$ cat src/rtl/flash_arb_pkg.sv
// flash_arb_pkg: shared types for the flash SPI arbiter.
// Arbiter state encoding and owner index constants.
package flash_arb_pkg;

  typedef enum logic [1:0] {
    ST_IDLE,
    ST_OWN0,
    ST_OWN1,
    ST_GAP
  } arb_state_e;

  localparam logic OWNER0 = 1'b0;
  localparam logic OWNER1 = 1'b1;

endpackage

$ cat src/rtl/flash_spi_arbiter_if.sv
// flash_spi_arbiter_if: request/grant, both master SPI ports and flash pins.
// slave = arbiter side, master = masters plus flash side.
interface flash_spi_arbiter_if;

  logic req0, req1;
  logic gnt0, gnt1;
  logic spi0_cs, spi0_sck, spi0_mosi, spi0_miso;
  logic spi1_cs, spi1_sck, spi1_mosi, spi1_miso;
  logic flash_csn, flash_clk, flash_mosi, flash_miso;
  logic busy, timeout;

  modport slave (
    input  req0, req1,
    input  spi0_cs, spi0_sck, spi0_mosi,
    input  spi1_cs, spi1_sck, spi1_mosi,
    input  flash_miso,
    output gnt0, gnt1,
    output spi0_miso, spi1_miso,
    output flash_csn, flash_clk, flash_mosi,
    output busy, timeout
  );

  modport master (
    output req0, req1,
    output spi0_cs, spi0_sck, spi0_mosi,
    output spi1_cs, spi1_sck, spi1_mosi,
    output flash_miso,
    input  gnt0, gnt1,
    input  spi0_miso, spi1_miso,
    input  flash_csn, flash_clk, flash_mosi,
    input  busy, timeout
  );

endinterface

$ cat src/rtl/arb_cycle_counter.sv
// arb_cycle_counter: clearable up-counter that saturates at MAX.
// Ports: clk, rst_n (async low), clr (to 0), en (count up), count.
module arb_cycle_counter #(
  parameter int MAX = 4,
  parameter int W   = $clog2(MAX + 1)
) (
  input  logic         clk,
  input  logic         rst_n,
  input  logic         clr,
  input  logic         en,
  output logic [W-1:0] count
);

  logic [W-1:0] count_q, count_d;

  always_comb begin
    count_d = count_q;
    if (clr)
      count_d = '0;
    else if (en && count_q != W'(MAX))
      count_d = count_q + 1'b1;
  end

  always_ff @(posedge clk or negedge rst_n) begin
    if (!rst_n)
      count_q <= '0;
    else
      count_q <= count_d;
  end

  assign count = count_q;

endmodule

$ cat src/rtl/flash_spi_arbiter.sv
// flash_spi_arbiter: shares one SPI flash between two masters.
// Ports: clk_48mhz, reset_n (async low), bus (req/gnt, SPI, flash pins).
module flash_spi_arbiter
  import flash_arb_pkg::*;
#(
  parameter int GAP_CYCLES     = 4,
  parameter int TIMEOUT_CYCLES = 1048576
) (
  input logic                clk_48mhz,
  input logic                reset_n,
  flash_spi_arbiter_if.slave bus
);

  localparam int GW = $clog2(GAP_CYCLES + 1);
  localparam int TW = $clog2(TIMEOUT_CYCLES + 1);

  arb_state_e state_q, state_d;
  logic       last_q, last_d;
  logic       tmo_q, tmo_d;

  logic          own, own_req, own_cs;
  logic          rel, wd_fire, gap_done;
  logic          in_gap, wd_en, wd_clr;
  logic [GW-1:0] gap_cnt;
  logic [TW-1:0] wd_cnt;

  assign own     = (state_q == ST_OWN0) ||
                   (state_q == ST_OWN1);
  assign own_req = (state_q == ST_OWN1) ?
                   bus.req1 : bus.req0;
  assign own_cs  = (state_q == ST_OWN1) ?
                   bus.spi1_cs : bus.spi0_cs;
  assign in_gap  = (state_q == ST_GAP);

  // Release only at a CS boundary, never mid-transfer.
  assign rel = own && !own_req && own_cs;

  // Watchdog counts idle (CS high) owned cycles; any CS low clears it.
  assign wd_en   = own && own_cs;
  assign wd_clr  = !wd_en;
  assign wd_fire = wd_en && own_req &&
                   (wd_cnt == TW'(TIMEOUT_CYCLES - 1));

  assign gap_done = in_gap &&
                    (gap_cnt == GW'(GAP_CYCLES - 1));

  arb_cycle_counter #(.MAX(GAP_CYCLES)) u_gap (
    .clk   (clk_48mhz),
    .rst_n (reset_n),
    .clr   (!in_gap),
    .en    (in_gap),
    .count (gap_cnt)
  );

  arb_cycle_counter #(.MAX(TIMEOUT_CYCLES)) u_wd (
    .clk   (clk_48mhz),
    .rst_n (reset_n),
    .clr   (wd_clr),
    .en    (wd_en),
    .count (wd_cnt)
  );

  always_comb begin
    state_d = state_q;
    last_d  = last_q;
    tmo_d   = 1'b0;
    unique case (state_q)
      ST_IDLE: begin
        // Under contention the previous owner yields.
        if (bus.req0 &&
            (!bus.req1 || last_q == OWNER1))
          state_d = ST_OWN0;
        else if (bus.req1)
          state_d = ST_OWN1;
      end
      ST_OWN0, ST_OWN1: begin
        if (rel || wd_fire) begin
          state_d = ST_GAP;
          last_d  = (state_q == ST_OWN1) ?
                    OWNER1 : OWNER0;
          tmo_d   = wd_fire;
        end
      end
      ST_GAP: begin
        if (gap_done)
          state_d = ST_IDLE;
      end
      default: state_d = ST_IDLE;
    endcase
  end

  always_ff @(posedge clk_48mhz or negedge reset_n) begin
    if (!reset_n) begin
      state_q <= ST_IDLE;
      last_q  <= OWNER1;
      tmo_q   <= 1'b0;
    end else begin
      state_q <= state_d;
      last_q  <= last_d;
      tmo_q   <= tmo_d;
    end
  end

  // Pin mux straight from the state flop: zero added SPI latency.
  always_comb begin
    bus.flash_csn  = 1'b1;
    bus.flash_clk  = 1'b0;
    bus.flash_mosi = 1'b0;
    bus.spi0_miso  = 1'b1;
    bus.spi1_miso  = 1'b1;
    case (state_q)
      ST_OWN0: begin
        bus.flash_csn  = bus.spi0_cs;
        bus.flash_clk  = bus.spi0_sck;
        bus.flash_mosi = bus.spi0_mosi;
        bus.spi0_miso  = bus.flash_miso;
      end
      ST_OWN1: begin
        bus.flash_csn  = bus.spi1_cs;
        bus.flash_clk  = bus.spi1_sck;
        bus.flash_mosi = bus.spi1_mosi;
        bus.spi1_miso  = bus.flash_miso;
      end
      default: ;
    endcase
  end

  assign bus.gnt0    = (state_q == ST_OWN0);
  assign bus.gnt1    = (state_q == ST_OWN1);
  assign bus.busy    = (state_q != ST_IDLE);
  assign bus.timeout = tmo_q;

endmodule

$ cat src/flat_wrapper.sv
// flat-port wrapper written by rule: the top's interface ports become plain ports
module flash_spi_arbiter_flat import flash_arb_pkg::*;
#(
  parameter int GAP_CYCLES     = 4,
  parameter int TIMEOUT_CYCLES = 1048576
)
  (clk_48mhz, reset_n, bus_req0, bus_req1, bus_spi0_cs, bus_spi0_sck, bus_spi0_mosi, bus_spi1_cs, bus_spi1_sck, bus_spi1_mosi, bus_flash_miso, bus_gnt0, bus_gnt1, bus_spi0_miso, bus_spi1_miso, bus_flash_csn, bus_flash_clk, bus_flash_mosi, bus_busy, bus_timeout);
  flash_spi_arbiter_if bus_i ();
  input logic clk_48mhz;
  input logic reset_n;
  input wire logic [$bits(bus_i.req0)-1:0] bus_req0;
  input wire logic [$bits(bus_i.req1)-1:0] bus_req1;
  input wire logic [$bits(bus_i.spi0_cs)-1:0] bus_spi0_cs;
  input wire logic [$bits(bus_i.spi0_sck)-1:0] bus_spi0_sck;
  input wire logic [$bits(bus_i.spi0_mosi)-1:0] bus_spi0_mosi;
  input wire logic [$bits(bus_i.spi1_cs)-1:0] bus_spi1_cs;
  input wire logic [$bits(bus_i.spi1_sck)-1:0] bus_spi1_sck;
  input wire logic [$bits(bus_i.spi1_mosi)-1:0] bus_spi1_mosi;
  input wire logic [$bits(bus_i.flash_miso)-1:0] bus_flash_miso;
  output wire logic [$bits(bus_i.gnt0)-1:0] bus_gnt0;
  output wire logic [$bits(bus_i.gnt1)-1:0] bus_gnt1;
  output wire logic [$bits(bus_i.spi0_miso)-1:0] bus_spi0_miso;
  output wire logic [$bits(bus_i.spi1_miso)-1:0] bus_spi1_miso;
  output wire logic [$bits(bus_i.flash_csn)-1:0] bus_flash_csn;
  output wire logic [$bits(bus_i.flash_clk)-1:0] bus_flash_clk;
  output wire logic [$bits(bus_i.flash_mosi)-1:0] bus_flash_mosi;
  output wire logic [$bits(bus_i.busy)-1:0] bus_busy;
  output wire logic [$bits(bus_i.timeout)-1:0] bus_timeout;
  assign bus_i.req0 = bus_req0;
  assign bus_i.req1 = bus_req1;
  assign bus_i.spi0_cs = bus_spi0_cs;
  assign bus_i.spi0_sck = bus_spi0_sck;
  assign bus_i.spi0_mosi = bus_spi0_mosi;
  assign bus_i.spi1_cs = bus_spi1_cs;
  assign bus_i.spi1_sck = bus_spi1_sck;
  assign bus_i.spi1_mosi = bus_spi1_mosi;
  assign bus_i.flash_miso = bus_flash_miso;
  assign bus_gnt0 = bus_i.gnt0;
  assign bus_gnt1 = bus_i.gnt1;
  assign bus_spi0_miso = bus_i.spi0_miso;
  assign bus_spi1_miso = bus_i.spi1_miso;
  assign bus_flash_csn = bus_i.flash_csn;
  assign bus_flash_clk = bus_i.flash_clk;
  assign bus_flash_mosi = bus_i.flash_mosi;
  assign bus_busy = bus_i.busy;
  assign bus_timeout = bus_i.timeout;
  flash_spi_arbiter #(.GAP_CYCLES(GAP_CYCLES), .TIMEOUT_CYCLES(TIMEOUT_CYCLES)) u_core (.clk_48mhz(clk_48mhz), .reset_n(reset_n), .bus(bus_i));
endmodule
$ cat config.mk
export PLATFORM = sky130hd
export DESIGN_NAME = flash_spi_arbiter_flat
export DESIGN_NICKNAME = d
export VERILOG_FILES = /design/src/rtl/flash_arb_pkg.sv /design/src/rtl/flash_spi_arbiter_if.sv /design/src/rtl/arb_cycle_counter.sv /design/src/rtl/flash_spi_arbiter.sv /design/src/flat_wrapper.sv
export SDC_FILE = /design/constraint.sdc
export NUM_CORES = 1
export LEC_CHECK = 0
export CAP_MARGIN = 30
export CORE_ASPECT_RATIO = 1.4
export CORE_UTILIZATION = 63
export CTS_BUF_LIST = sky130_fd_sc_hd__clkbuf_8
export DETAILED_ROUTE_END_ITERATION = 10
export PLACE_DENSITY = 0.87
export RECOVER_POWER = 100
export SKIP_CTS_REPAIR_TIMING = 1
export SLEW_MARGIN = 20
export SYNTH_ARGS = -nofsm -noshare
export SYNTH_HDL_FRONTEND = slang
export SYNTH_HIERARCHICAL = 1
export SYNTH_SLANG_ARGS = --single-unit
$ cat constraint.sdc
create_clock -name clk_48mhz -period 6.25 [get_ports clk_48mhz]
set_clock_uncertainty 0.2 [all_clocks]
set_input_delay 1.25 -clock clk_48mhz [delete_from_list [all_inputs] [get_ports clk_48mhz]]
set_output_delay 1.25 -clock clk_48mhz [all_outputs]
set_load 0.02 [all_outputs]
* Word-level counts from Yosys, hierarchy flattened
Cells that the tools add are included.
** Cells by class
- Reductions and logical operators :: 19
- Eq/ne operators :: 12
- Add/sub/neg operators :: 2
- Mux-type cells :: 19
** Operators by type and width (number)
- two-way mux 21 bit :: 2
- adder 21 x 1 -> 21 bit (second input constant) :: 1
- == test 21 x 20 -> 1 bit (second input constant) :: 1
- != test 21 bit (second input constant) :: 1
- logical AND 1 bit :: 9
- two-way mux 2 bit :: 4
- two-way mux 1 bit :: 7
- two-way mux 3 bit :: 2
- != test 2 x 1 -> 1 bit (second input constant) :: 3
- case mux 1 bit (2 select lines) :: 3
- case mux 2 bit (3 select lines) :: 1
- == test 2 bit (second input constant) :: 2
- adder 3 x 1 -> 3 bit (second input constant) :: 1
- == test 3 x 2 -> 1 bit (second input constant) :: 1
- logical OR 1 bit :: 3
- != test 3 x 2 -> 1 bit (second input constant) :: 1
- != test 3 bit (second input constant) :: 1
- AND reduction 3 bit :: 1
- == test 2 x 1 -> 1 bit (second input constant) :: 1
- logical NOT 1 bit :: 2
- logical NOT 2 bit :: 1
- != test 2 bit (second input constant) :: 1
- AND reduction 2 bit :: 1
- nonzero test 2 bit :: 1
- OR reduction 2 bit :: 1
** Word-level totals
- Logic and storage cells :: 57
- Output and inout bits :: 9
- Register bits :: 28
- Input bits :: 11

* Longest topological paths before layout
- Word-level depth :: 8
- Gate-level depth with buffers :: 11
- Mapped depth without buffers :: 8

* Cells and area by module
The synthesis kept the hierarchy.
** By module, submodules not included
- arb_cycle_counter (u_core.u_wd) :: area each 1181.1 um2, cells each 120, sequential area each 525.5 um2, instances 1
- flash_spi_arbiter :: area each 526.8 um2, cells each 59, sequential area each 101.3 um2, instances 1
- arb_cycle_counter (u_core.u_gap) :: area each 198.9 um2, cells each 17, sequential area each 75.1 um2, instances 1

* Worst setup path before layout
OpenSTA, ideal clock, no wires.
- Path kind :: input-to-output
- Start :: in bus_spi0_mosi
- End :: out bus_flash_mosi
- Arrival time :: 1.649 ns
- Data required time :: 4.800 ns
- Path slack :: 3.151 ns
- Path buffers :: 0
- Stages on the path :: 2
- Cells stage by stage :: a22oi_1 -> nor2b_1
** Between the ends
- Word-level cells in the longest chain between the ends :: 1
** RTL lines
- from (decl) :: line flat_wrapper.sv:15 : input wire logic [$bits(bus_i.spi0_mosi)-1:0] bus_spi0_mosi;
- case mux 1 bit (2 select lines) :: line flash_spi_arbiter.sv:111 : case (state_q)
- to (decl) :: line flat_wrapper.sv:26 : output wire logic [$bits(bus_i.flash_mosi)-1:0] bus_flash_mosi;
No other way between the ends.

* Worst setup path in the final report
- Start :: in bus_spi0_cs
- End :: out bus_flash_csn
** Between the ends
- Word-level cells in the longest chain between the ends :: 1
** RTL lines
- from (decl) :: line flat_wrapper.sv:13 : input wire logic [$bits(bus_i.spi0_cs)-1:0] bus_spi0_cs;
- case mux 1 bit (2 select lines) :: line flash_spi_arbiter.sv:111
- to (decl) :: line flat_wrapper.sv:24 : output wire logic [$bits(bus_i.flash_csn)-1:0] bus_flash_csn;
No other way between the ends.

==> results.py <==
metrics = {
    "finish": {
        "multi_input_area_um2": 1050,
        "seqCellArea_um2": 702,
        "synthToLayoutAreaGrowth_pct": 10.1,
        "antenna_cells": 0,
        "drive_gt1_share_pct": 9.91,
        "nFillCells": 216,
        "num-nets-final": 233,
    },
    "placed_design": {
        "preCtsSetupSlack_ps": 2240,
        "dp_hpwl_mm": 3.03,
        "portBuffers": 19,
        "gp_congestion": 0.823,
    },
    "setup_path": {
        "path_max_fanout": 3,
        "max_stage_delay_ps": 660,
        "r2r_cells": 7,
        "startpoint_type": "primary input",
        "cp.arrival_ps": 2700,
        "critPathKind": "in2out",
        "path_cells": "dlygate4sd3_1 -> a22oi_1 -> nand2_1 -> dlygate4sd3_1",
        "crit_top_cell": "dlygate4sd3_1",
        "crit_path_end_kind": "output port",
        "cp_slowest_cell": "dlygate4sd3_1",
        "worst_ep_required_time_ps": 4800,
    },
    "clocking": {
        "cts_buffers": 3,
        "clockBufferDepth": 2,
        "cts.htree.levels": 1,
        "cts_num_sinks": 28,
        "clk_latency_ps": 270,
        "clk_pin_slew_ps": 90,
        "cts_root_buf": "clkbuf_8",
        "cts_tree": "built",
    },
    "synthesis": {
        "synth_edf_count": 0,
        "yosysTopAreaCell": "dfrtp_1",
        "synth_ff_type": "dfrtp_1",
        "syn_avg_cell_area_um2": 9.73,
        "synth.most_common_cell": "dfrtp_1",
        "async_reset_ff_share_pct": 100,
        "synth_top_cells_by_area": "dfrtp_1, ha_1, a21oi_1",
        "yosys.area.top_type_share_pct": 35.4,
        "seq_area_frac_synth_pct": 36.8,
        "syn_inst": 196,
        "syn-cell-area_um2": 1910,
        "synth_common_cells": "dfrtp_1, a21oi_1, nor2_1, inv_1",
        "synth_nets": 216,
        "synth_warnings": 6,
        "synth.distinct_cells": 52,
        "ys_ff_latch": 28,
    },
    "timing": {
        "setup_viol": 0,
        "period_share_pct": 66.5,
        "maxSlewViolCount": 0,
        "worst_pin_slew_ps": 1480,
        "slew_headroom_pct": 1.18,
        "finalHoldViolCount": 0,
        "worst_slack_ps": 2100,
        "clock.fmax_mhz": 241,
        "min_period_ps": 4150,
        "rsz0062_at_grt": "false",
        "final.setup.tns_ps": 0,
    },
    "pwr": {
        "pwr-share-seq_pct": 32.3,
        "ir_drop_v": 0.000277,
        "powerDensity_nw_per_um2": 315,
        "p_sw_share_pct": 40.7,
        "p_sw_w": 0.000270,
        "clkPwrFrac_pct": 16.9,
        "pwr-share-comb_pct": 50.7,
        "leakage_nw": 0.835,
        "p_int_w": 0.000392,
    },
    "floorplanning": {
        "core_area_um2": 2880,
        "die-area_um2": 3250,
        "fp.dieH_um": 67.1,
        "die_x_um": 48.5,
        "ios": 20,
        "rows": 23,
        "initial_core_util_pct": 66.3,
    },
    "detailed_routing": {
        "num_vias": 1565,
        "wl_per_cell_um": 16.2,
        "first_iter_violations": 50,
        "route.detailed.drc": 0,
        "via_per_inst": 6.29,
        "drtAntennaViolNets": 0,
        "first_pass_iters": 5,
        "routed_wl_mm": 4.03,
    },
    "grt": {
        "grt_pass1_wl_mm": 6.67,
        "antenna_found_initial": 0,
        "grt_overflow": 0,
        "grt_max_degree": 29,
        "grt_pass1_vias": 1546,
        "groute.usage.overall_pct": 26.7,
    },
    "status": {
        "status": "finished clean",
    },
    "worst_hold_path": {
        "hold_class": "reg2reg",
        "hold_path_depth": 2,
    },
    "job": {
        "drv_cap": 0,
    },
}
## placed cells by master, fill, tap and decap left out, types with 3 or more instances in the layout
master           instances
a21oi_1                 15
a22oi_1                  3
clkbuf_8                 4
clkdlybuf4s50_1          8
dfrtp_1                 27
dlygate4sd3_1           11
ha_1                     9
inv_1                   14
mux2_2                   3
mux2i_1                  4
nand2_1                  7
nand2b_1                 6
nand3_1                  6
nand3b_1                 3
nand4_1                  9
nor2_1                  15
nor2b_1                  5
nor3_1                   3
nor4_1                   4
o21ai_0                  6
o31ai_1                  6
or4_1                    7
xnor2_1                  3
xor2_1                   4
## per-stage QoR
step / hold WS, ps / cells / instance area [µm²] / power, W / utilization, %
finish: 370 / 249 / 2100 / 0.000661 / 73.0
global route: 409 / 249 / 2100 / 0.000701 / 73.0
CTS: 374 / 249 / 2130 / 0.000692 / 74.0
detailed placement: 360 / 245 / 2070 / 0.000577 / 72.1
global placement: 343 / 245 / 2070 / 0.000558 / 72.1
floorplan: 318 / 196 / 1910 / 0.000489 / -
## cell families (layout without fill, tap and decap cells)
kind of cell,count (synthesis),count (layout),share of synthesized area (%)
fa+ha+maj,9,9,5.91
mux,9,9,5.45
buf+inv,23,39,6.96
xor+xnor,7,7,3.22
flops,28,28,36.8
compound gates,37,37,13.5
simple gates,83,83,28.2
## worst max-delay path: cells and delay by family
| family | cells | cell delay, ps |
|---|---|---|
| and+or+nand+nor | 1 | 70 |
| AOI/OAI and AO/OA | 1 | 150 |
| buffers and inverters | 2 | 1240 |
## power by group through the flow
stage / Combinational [W] / Sequential (W) / Clock (W)
final: 0.000336 / 0.000214 / 0.000112
after CTS: 0.000363 / 0.000214 / 0.000116
after detailed placement: 0.000360 / 0.000217 / 0
after floorplan: 0.000277 / 0.000212 / 0
after global placement: 0.000342 / 0.000216 / 0
after global routing: 0.000363 / 0.000216 / 0.000122
## layer usage
layer / part of all wire [%] / vias to the layer above / global-route usage (%)
met5: 0 / - / 0
met4: 1.4 / 0 / 11.8
met3: 2.9 / 6 / 2.97
met2: 56 / 41 / 53.0
met1: 39 / 769 / 28.2
li1: - / 749 / -
## registers in the layout, indices dropped and copies added, names as in the netlist
| signal | cells |
|---|---|
| u_core/last_q | 1 |
| u_core/u_wd/count | 21 |
| u_core/state_q | 2 |
| u_core/u_gap/count | 3 |
| u_core/bus.timeout | 1 |
## final cells by class
cell class              instances  share of cell area [%]
multi-input cells             145                    49.8
flip-flops and latches         28                    33.4
repair buffers                 20                    9.24
well taps                      37                    2.21
clock buffers                   4                    2.62
inverters                      15                    2.68
## path summary, 6_finish.rpt
| check | startpoint | end | slack [ps] |
|---|---|---|---|
| worst min-delay path | u_core/last_q | u_core/last_q | 370 |
| worst min register to register | u_core/last_q | u_core/last_q | 370 |
| max in group asynchronous | reset_n | u_core/u_wd/count[14] | 3330 |
| worst max register to register | u_core/state_q[0] | u_core/u_wd/count[20] | 2980 |
| min in group asynchronous | reset_n | u_core/u_wd/count[17] | 1660 |
| worst max-delay path | bus_spi0_cs | bus_flash_csn | 2100 |
Note: power is estimated with default switching activity, not from simulation.
==> patch 1 (config.mk and constraints unchanged) <==
`TIMEOUT_CYCLES` is set to 1048576 in 2 places; all go to 524288.
--- a/src/rtl/flash_spi_arbiter.sv
+++ b/src/rtl/flash_spi_arbiter.sv
@@ -5,5 +5,5 @@
 #(
   parameter int GAP_CYCLES     = 4,
-  parameter int TIMEOUT_CYCLES = 1048576
+  parameter int TIMEOUT_CYCLES = 524288
 ) (
   input logic                clk_48mhz,
--- a/src/flat_wrapper.sv
+++ b/src/flat_wrapper.sv
@@ -3,5 +3,5 @@
 #(
   parameter int GAP_CYCLES     = 4,
-  parameter int TIMEOUT_CYCLES = 1048576
+  parameter int TIMEOUT_CYCLES = 524288
 )
   (clk_48mhz, reset_n, bus_req0, bus_req1, bus_spi0_cs, bus_spi0_sck, bus_spi0_mosi, bus_spi1_cs, bus_spi1_sck, bus_spi1_mosi, bus_flash_miso, bus_gnt0, bus_gnt1, bus_spi0_miso, bus_spi1_miso, bus_flash_csn, bus_flash_clk, bus_flash_mosi, bus_busy, bus_timeout);
Function: same outputs for any inputs over 10 cycles, from zero or initial values and one cycle with reset_n low; that may be too few to reach the edited logic, so the function may still have changed.
==> patch 1 against the unedited design <==
  * Setup slack improved by 0.058 ns
  * Critical path depth unchanged
  * Power decreased by 4.0%
  * Cell area decreased by 3.2%
  * Area after synthesis decreased by 2.1%
  * Wire length increased by 0.94%
  * Combinational power decreased by 4%
  * Sequential cell count decreased by 1
  * Clock power decreased by 13%
  * Largest power group unchanged
==> patch 1: results (changes against the unedited design) <==
{| class="wikitable"
! Metric !! Value
|-
| Result of the run || finished, final reports clean
|-
| Seq/Total Area, Yosys || 0.363 (-0.00551)
|-
| Routability cong. || 0.890 (+8.2%)
|-
| Total Routing Usage GR || 0.291 (+0.0238)
|-
| Standby leakage power || 0.856 nW (+2.4%)
|-
| Worst r2r dst || u_core/u_wd/count[17]
|-
| Post-DR wirelength/cell || 16.5 microns (+2.2%)
|-
| Number of nets in the layout || 230 (-1.3%)
|-
| Number of distinct library cells after synthesis || 49 (-5.8%)
|-
| Met2 wire length || 2260 microns (-0.49%)
|-
| First-pass GRT wire length || 6580 microns (-1.3%)
|-
| Measured slew at the worst slew-check pin || 1.46 ns (-0.0193 ns)
|-
| Detail-routed via count per cell || 6.26 (-0.40%)
|-
| Pin count of the biggest net entering global routing || 31 (+6.9%)
|-
| Worst-case hold path end point || u_core/state_q[0]
|-
| Share of final-layout standard cells stronger than drive strength 1 || 0.0718 (-0.0273)
|-
| Max IR drop VDD || 220 uV (-20%)
|-
| Pre-antenna DRT Iters || 4 (-1)
|-
| Area post-placement || 2070 sq um (-0.12%)
|-
| Share of the core filled with cells || 0.714 (-0.0159)
|-
| GR met2 Demand/Resource || 0.520 (-0.00966)
|-
| Top cell types by occurrence after synthesis || sky130_fd_sc_hd__dfrtp_1 (26), sky130_fd_sc_hd__nor2_1 (20), sky130_fd_sc_hd__inv_1 (14)
|-
| GRT met3 Usage || 0.0410 (+0.0113)
|-
| Beginning of the worst hold path || u_core/state_q[0]
|-
| Number of fill cells in the layout || 207 (-4.2%)
|-
| Number of placed cells counting well taps || 242 (-1.2%)
|-
| Switching share of power || 0.419 (+0.0112)
|-
| Net count after synthesis || 211 (-2.3%)
|-
| Final hold slack || 0.375 ns (+0.00467 ns)
|-
| Top achievable clock speed || 244 MHz (+1.4%)
|-
| Setup slack on the worst flop-to-flop path || 2.79 ns (-0.19 ns)
|-
| Number of cells traversed by the worst register-to-register path || 9 (+2)
|-
| Vias in the first global route || 1549 (+0.19%)
|-
| Violation count after the first detailed-routing iteration || 61 (+22%)
|-
| Crit path arrival time || 2.65 ns (-0.05 ns)
|-
| Max reg flops || 20 (-4.8%)
|-
| Post-Place Setup Slack || 2.24 ns (-0.00126 ns)
|}
patch 1: changes by cell type in the layout (fill, tap and decap cells not counted), moves of 3 or more:
| cell | unedited run | this run |
|---|---|---|
| sky130_fd_sc_hd__nor2_1 | 15 | 20 |
| sky130_fd_sc_hd__a21oi_1 | 15 | 6 |
| sky130_fd_sc_hd__or4_1 | 7 | 1 |
| sky130_fd_sc_hd__nor4_1 | 4 | 11 |
| sky130_fd_sc_hd__mux2_2 | 3 | 0 |
| sky130_fd_sc_hd__xnor2_1 | 3 | 9 |
| sky130_fd_sc_hd__o31ai_1 | 6 | 0 |
| sky130_fd_sc_hd__mux2_1 | 1 | 4 |
| sky130_fd_sc_hd__nand2_1 | 7 | 13 |
| sky130_fd_sc_hd__nor3_1 | 3 | 6 |
patch 1: area by class of cell:
type	count	share of cell area
inverter	14	0.0258
tap	37	0.0228
timing repair buffer	20	0.0954
sequential	27	0.333
clock buffer	3	0.0203
multi-input combinational	144	0.500
clock inverter	1	0.00246
patch 1: cells by family after synthesis:
kind of cell / Yosys count / synth area share
fa+ha+maj: 9 / 0.0603
xor+xnor: 12 / 0.0563
buf+inv: 20 / 0.0489
mux: 8 / 0.0503
flops: 27 / 0.363
simple gates: 94 / 0.340
compound gates: 21 / 0.0818
patch 1: power groups by stage:
stage / registers [mW] / clock network (mW) / logic [mW]
after global placement: 0.215 / 0 / 0.330
after CTS: 0.213 / 0.101 / 0.346
after floorplan: 0.211 / 0 / 0.256
after global routing: 0.216 / 0.109 / 0.364
after detailed placement: 0.216 / 0 / 0.343
final: 0.213 / 0.0980 / 0.324
==> patch 2 (config.mk and constraints unchanged) <==
Made on the original files. Re-encode `arb_state_e` (4 states) as one-hot, 4 bits wide.
--- a/src/rtl/flash_arb_pkg.sv
+++ b/src/rtl/flash_arb_pkg.sv
@@ -3,9 +3,9 @@
 package flash_arb_pkg;
 
-  typedef enum logic [1:0] {
-    ST_IDLE,
-    ST_OWN0,
-    ST_OWN1,
-    ST_GAP
+  typedef enum logic [3:0] {
+    ST_IDLE = 4'b0001,
+    ST_OWN0 = 4'b0010,
+    ST_OWN1 = 4'b0100,
+    ST_GAP  = 4'b1000
   } arb_state_e;
 
Check against the original RTL: same outputs for any inputs over 10 cycles, from zero or initial values and one cycle with reset_n low; not proved beyond that.
==> patch 2 against the unedited design <==
  * The flow now finishes with violations (capacitance limit, slew limit)
  * Cell count up 2.4%
  * Worst hold slack worse by 0.049 ns
  * Setup slack worse by 0.89 ns
  * Critical path depth up 1
  * Sequential share of layout area up 1.2 points
  * Wire length up 3.3%
  * Register-to-register slack worse by 0.13 ns
  * Synthesized cell count up 2.0%
  * Sequential cell count up 2
  * Area after synthesis up 5.9%
  * Cell area up 3.7%
Power is not compared: it rests on default switching activity, and its combinational part moved more than twofold at a synthesized area within 25%.
==> patch 2: results (changes against the unedited design) <==
{| class="wikitable"
! Metric !! Value
|-
| Peak fanout along the critical path || 7 (+4)
|-
| First-pass GRT wire length || 7250 microns (+8.6%)
|-
| Final Max Slew Viols || 31 (+31)
|-
| Net count after synthesis || 215 (-0.46%)
|-
| Seq/Total Area, Yosys || 0.373 (+0.00488)
|-
| Vias in the first global route || 1565 (+1.2%)
|-
| Pin count of the biggest net entering global routing || 31 (+6.9%)
|-
| Share of final-layout standard cells stronger than drive strength 1 || 0.119 (+0.0202)
|-
| TritonCTS Buffers || 5 (+2)
|-
| Max-Cap Viols || 1 (+1)
|-
| Post-synthesis mux area share || 0.0489 (-0.00552)
|-
| Share of the synthesized area in compound gates (AO/OA/AOI/OAI) || 0.132 (-0.00254)
|-
| Xor-xnor portion of the synthesized cell area || 0.0434 (+0.0112)
|-
| Depth of the CTS H-tree || 2 (+1)
|-
| Failing checks || capacitance limit, slew limit
|-
| Total Routing Usage GR || 0.285 (+0.0180)
|-
| Total Routed Length || 4160 microns (+3.3%)
|-
| Violation count after the first detailed-routing iteration || 30 (-40%)
|-
| Result of the run || finished, violations left
|-
| Syn Area/Cell || 10.1 sq um (+3.8%)
|-
| Adder-cell area share of the yosys netlist || 0.0248 (-0.0343)
|-
| Dominant cells by area after synthesis || sky130_fd_sc_hd__dfrtp_1 (35%), sky130_fd_sc_hd__or4_1 (3.0%), sky130_fd_sc_hd__buf_6 (2.8%)
|-
| Final hold slack || 0.321 ns (-0.0485 ns)
|-
| Worst max-slew margin expressed relative to the limit || -0.0868 (-0.0986)
|-
| Non-filler cells in the finished layout || 255 (+2.4%)
|-
| Number of distinct library cells after synthesis || 59 (+13%)
|-
| Final HPWL DP || 2980 microns (-1.9%)
|-
| Pre-antenna DRT Iters || 4 (-1)
|-
| Post-Place Setup Slack || 1.70 ns (-0.545 ns)
|-
| Setup slack on the worst flop-to-flop path || 2.85 ns (-0.13 ns)
|}
[patch 2: cell type report]
type	instances	area, sq um
multi-input cells	145	1050
repair buffers	20	194
well taps	37	46.3
inverters	15	56.3
clock buffers	5	68.8
clock inverters	3	11.3
fillers	208	787
flip-flops and latches	30	753
[patch 2: layer usage]
metal / global-route usage / share of wire
met4: 0.107 / 0.020
met5: 0 / 0
met2: 0.542 / 0.55
met3: 0.0548 / 0.034
met1: 0.313 / 0.39
[patch 2: report_power, final]
part	internal [mW]	switching, mW
Combinational	0.0775	0.0839
Clock	0.0739	0.0651
Sequential	0.206	0.0205
Total	0.357	0.170
[patch 2: kinds of logic (layout without fill, tap and decap cells)]
| logic type | Yosys count | after routing |
|---|---|---|
| buffers and inverters | 25 | 43 |
| adder cells (fa/ha/maj) | 4 | 4 |
| flip-flops | 30 | 30 |
| AO/OA/AOI/OAI | 37 | 37 |
| XOR/XNOR | 10 | 10 |
| AND/OR/NAND/NOR | 86 | 86 |
| multiplexers | 8 | 8 |
[patch 2: critical path, cell delays in order]
cell and delay, ns:
sky130_fd_sc_hd__dlygate4sd3_1 0.56, sky130_fd_sc_hd__nand3b_1 0.10, sky130_fd_sc_hd__a211oi_1 0.82, sky130_fd_sc_hd__or4_1 0.21
sky130_fd_sc_hd__dlygate4sd3_1 0.66
[patch 2: worst paths after layout]
check	startpoint	end	cells past startpoint
hold reg to reg	u_core/last_q	u_core/last_q	2
setup / recovery	bus_spi0_cs	bus_flash_csn	5
setup reg to reg	u_core/state_q[2]	u_core/u_wd/count[20]	5
hold / removal	u_core/last_q	u_core/last_q	2
max in group asynchronous	reset_n	u_core/u_wd/count[18]	2
min in group asynchronous	reset_n	u_core/bus.timeout	2
